[config.mk]
export PLATFORM = sky130hd
export DESIGN_NAME = bcd_to_7seg
export DESIGN_NICKNAME = d
export VERILOG_FILES = /design/src/rtl/seg7_pkg.sv /design/src/rtl/bcd_to_7seg.sv
export SDC_FILE = /design/constraint.sdc
export NUM_CORES = 1
export LEC_CHECK = 0
export ABC_AREA = 0
export CORE_AREA = 2 2 39 41
export CTS_CLUSTER_DIAMETER = 50
export DETAILED_ROUTE_END_ITERATION = 10
export DIE_AREA = 0 0 41 43
export SLEW_MARGIN = 20
export SYNTH_ARGS = -nofsm -noshare
export SYNTH_HDL_FRONTEND = slang
export SYNTH_SLANG_ARGS = --single-unit
[constraint.sdc]
create_clock -name i_clk -period 2.56 [get_ports i_clk]
set_input_delay 0.384 -clock i_clk [delete_from_list [all_inputs] [get_ports i_clk]]
set_output_delay 0.384 -clock i_clk [all_outputs]
set_load 0.005 [all_outputs]
[src/rtl/seg7_pkg.sv]
// Shared 7-segment definitions for the display path: MAX7219 segment bit order,
// glyph constants, the Code-B and hexadecimal font tables, and the font lookup.
package seg7_pkg;

  // Segment bit positions inside a 7-bit glyph {A,B,C,D,E,F,G}.
  localparam int SEG_A = 6;
  localparam int SEG_B = 5;
  localparam int SEG_C = 4;
  localparam int SEG_D = 3;
  localparam int SEG_E = 2;
  localparam int SEG_F = 1;
  localparam int SEG_G = 0;

  localparam int SEG_W   = 7;
  localparam int CODE_W  = 4;
  localparam int N_CODES = 16;

  typedef logic [SEG_W-1:0]  glyph_t;
  typedef logic [CODE_W-1:0] code_t;

  typedef enum logic {
    FONT_CODE_B = 1'b0,
    FONT_HEX    = 1'b1
  } font_sel_e;

  // Non-numeric glyphs used by the Code-B font.
  localparam glyph_t GLYPH_BLANK = 7'h00;
  localparam glyph_t GLYPH_DASH  = 7'b1 << SEG_G;
  localparam glyph_t GLYPH_E     = (7'b1 << SEG_A) | (7'b1 << SEG_D) | (7'b1 << SEG_E)
                                 | (7'b1 << SEG_F) | (7'b1 << SEG_G);
  localparam glyph_t GLYPH_H     = (7'b1 << SEG_B) | (7'b1 << SEG_C) | (7'b1 << SEG_E)
                                 | (7'b1 << SEG_F) | (7'b1 << SEG_G);
  localparam glyph_t GLYPH_L     = (7'b1 << SEG_D) | (7'b1 << SEG_E) | (7'b1 << SEG_F);
  localparam glyph_t GLYPH_P     = (7'b1 << SEG_A) | (7'b1 << SEG_B) | (7'b1 << SEG_E)
                                 | (7'b1 << SEG_F) | (7'b1 << SEG_G);

  localparam glyph_t CODEB_FONT [N_CODES] = '{
    7'h7E, 7'h30, 7'h6D, 7'h79, 7'h33, 7'h5B, 7'h5F, 7'h70,
    7'h7F, 7'h7B, GLYPH_DASH, GLYPH_E, GLYPH_H, GLYPH_L, GLYPH_P, GLYPH_BLANK
  };

  // Digits 0-9 are shared with Code-B; A..F are the usual mixed-case hex letters.
  localparam glyph_t HEX_FONT_TBL [N_CODES] = '{
    7'h7E, 7'h30, 7'h6D, 7'h79, 7'h33, 7'h5B, 7'h5F, 7'h70,
    7'h7F, 7'h7B, 7'h77, 7'h1F, 7'h4E, 7'h3D, 7'h4F, 7'h47
  };

  // Explicit case over all known codes so an unknown code falls to the dark glyph.
  function automatic glyph_t seg7_decode(input code_t code, input font_sel_e font);
    glyph_t g;
    g = GLYPH_BLANK;
    case (code)
      4'h0, 4'h1, 4'h2, 4'h3, 4'h4, 4'h5, 4'h6, 4'h7,
      4'h8, 4'h9, 4'hA, 4'hB, 4'hC, 4'hD, 4'hE, 4'hF: begin
        if (font == FONT_HEX) g = HEX_FONT_TBL[code];
        else                  g = CODEB_FONT[code];
      end
      default: g = GLYPH_BLANK;
    endcase
    return g;
  endfunction

endpackage

[src/rtl/bcd_to_7seg.sv]
// One registered digit decoder: 4-bit code in, 7 segment drives out one clock later.
// There is no handshake; a new code may be presented every cycle.
module bcd_to_7seg
  import seg7_pkg::*;
#(
  parameter int unsigned HEX_FONT = 0
) (
  input  logic       i_clk,
  input  logic       i_reset,
  input  logic [3:0] i_bcd,
  output logic [6:0] o_led
);

  localparam font_sel_e FONT = (HEX_FONT != 0) ? FONT_HEX : FONT_CODE_B;

  glyph_t led_d;
  glyph_t led_q;

  always_comb begin
    led_d = seg7_decode(i_bcd, FONT);
  end

  // Reset takes priority over a code arriving on the same edge.
  always_ff @(posedge i_clk) begin
    if (i_reset) led_q <= GLYPH_BLANK;
    else         led_q <= led_d;
  end

  assign o_led = led_q;

endmodule

==> summary.txt <==
Run status
  – Status: finished clean

Global route
  – First-pass GRT wire length: 1320 um
  – Congestion Overflow GR: 0
  – Vias in the first global route: 346
  – Initial antenna violation count: 0
  – GRT Total Usage: 10.8%
  – Pin count of the biggest net entering global routing: 14

Clock network
  – CTS buffer count: 3
  – TritonCTS clock tree: yes
  – Root Driver: clkbuf_4
  – CTS resizes: 0
  – CTS max path bufs: 2
  – H-tree depth: 1
  – # clock sinks: 7
  – Clk slew on worst S/H paths: ~0.05 ns
  – CTS Hold Bufs: 0
  – Post-CTS Setup Bufs: 0

STA
  – Min Tclk post-route: about 1.7 ns
  – Hold_ws: 0.884 ns
  – Setup tns final: 0 ns
  – Max-slew violation count: 0
  – Final setup viols: 0
  – Hold Vio Cnt, Final: 0
  – Rel. slew slack: between 60 and 70%
  – Tightest Pin Transition: 0.470 ns
  – RSZ-0062 raised after global routing: false
  – Crit share post-route: about two thirds
  – Post-route setup slack: 0.838 ns
  – Peak Freq: 581 MHz

Flow run
  – Max-Cap Viols: 0

Cells and area
  – Leading cell type in the layout, fill and taps excluded: clkdlybuf4s50_1
  – ANT cells: 0
  – Largest register FFs: 7
  – Layout cells sized above 1: 14.3%
  – # nets final: 77
  – Commonest cells after routing, fill and taps aside: clkdlybuf4s50_1 (12), ha_1 (7), dfxtp_1 (7)
  – Area delta synth->final: 31.2%
  – Post-layout util: between 40% and 50%

Worst hold path
  – Hold Crit Class: in2reg
  – Hold Path Depth: 2

Power
  – Lkg Pwr: 0.266 nW
  – Worst vdd ir: between 0.1 and 0.15 mV
  – Power Total: 0.294 mW
  – Pwr dens: 474 mW/mm^2

Drt
  – Drt first pass iters: 4
  – DRT Wirelength: 862 um
  – Detailed-route via count: 392
  – WL per Instance: about 11 um
  – Remaining DRCs: 0
  – ANT nets after route: 0
  – Vias per cell: 4.96
  – Initial drt markers: 8

Floorplanning
  – Row cnt: 14
  – Total core area: 0.00138 sq mm
  – DIE WIDTH: 41 um
  – Die H: 43 um
  – Die area: 0.00176 sq mm
  – Starting Density: 34.2%
  – Number of I/O pins: 13

Synth
  – Mean Syn Cell Area: 9.65 sq um
  – Warnings from Yosys: 0
  – Register area share after synthesis: 29.6%
  – Syn Nets: 62
  – Synth Instances: 49
  – Register bit total from synthesis: 7
  – Cell Area, Synth: 473 sq um
  – Distinct cells, synth: 26

Setup path
  – Crit Path Max Fanout: 6
  – CP Data Required Time: between 2 and 3 ns
  – CP endpoint kind: register
  – Crit Path Category: in2reg
  – Critical Path AT: 1.90 ns
  – CP Launch Type: input pin

Place
  – Place WS: 0.586 ns
  – Post-DP HPWL: roughly 660 um
  – Global placer's final weighted congestion: around 0.80
  – # port buffers: 12
## cells in the mapped netlist (all sizes together)
cell / count / share of area (%)
o21ai: 1 / 1.1
a31oi: 1 / 1.3
o221ai: 1 / 3.2
a21o: 1 / 1.6
o211ai: 1 / 2.6
ha: 7 / 19
a211o: 1 / 1.9
a2bb2oi: 1 / 1.9
mux2i: 1 / 2.1
nor2: 4 / 3.7
dfxtp: 7 / 30
a22oi: 1 / 2.6
nor2b: 1 / 2.9
nand3: 4 / 4.2
nand2: 2 / 1.6
o311a: 1 / 2.1
buf: 2 / 4.0
o22ai: 1 / 1.3
a21oi: 2 / 2.9
inv: 3 / 2.4
or2b: 1 / 1.6
nand2b: 4 / 5.3
o21a: 1 / 1.6
## critical path, stage by stage
cell and delay [ns]:
clkdlybuf4s50_1 0.55, inv_1 0.14, ha_1 0.33, or2b_1 0.23, a21o_1 0.15, a21oi_1 0.12
## final timing paths
kind,from,slack (ns),to
max,i_bcd[1],0.84,o_led[2]$_SDFF_PP0_
min,i_reset,0.88,o_led[4]$_SDFF_PP0_
## layout make-up
cell class / count / area (sq um)
inverters: 3 / 11.3
repair buffers: 12 / 120
fillers: 149 / 763
clock buffers: 4 / 26.3
well taps: 16 / 20.0
multi-input cells: 37 / 303
flip-flops and latches: 7 / 140
## report_power, final
part           leakage [nW]  internal (mW)  switching (mW)  total (mW)
clock                0.0150         0.0592          0.0368      0.0961
sequential           0.0586          0.119         0.00211       0.121
combinational         0.192         0.0426          0.0341      0.0767
## through the flow
stage | area (sq um) | instances
global route | 621 | 79
CTS | 621 | 79
global placement | 594 | 75
detailed placement | 594 | 75
floorplan | 473 | 49
finish | 621 | 79
## per-layer routing
layer,vias to the layer above,track usage (%),part of all wire (%)
met5,-,0,0
met4,0,8.00,0
met3,0,1.57,6.8
met2,20,16.6,51
met1,173,12.9,42
li1,199,-,-
## cells by family after synthesis
logic type               share of synthesized area [%]
buffers and inverters                             6.35
AND/OR/NAND/NOR                                   19.3
flip-flops                                        29.6
AO/OA/AOI/OAI                                     24.1
adder cells (fa/ha/maj)                           18.5
multiplexers                                      2.12
No activity file was read; power rests on OpenSTA's default activity.
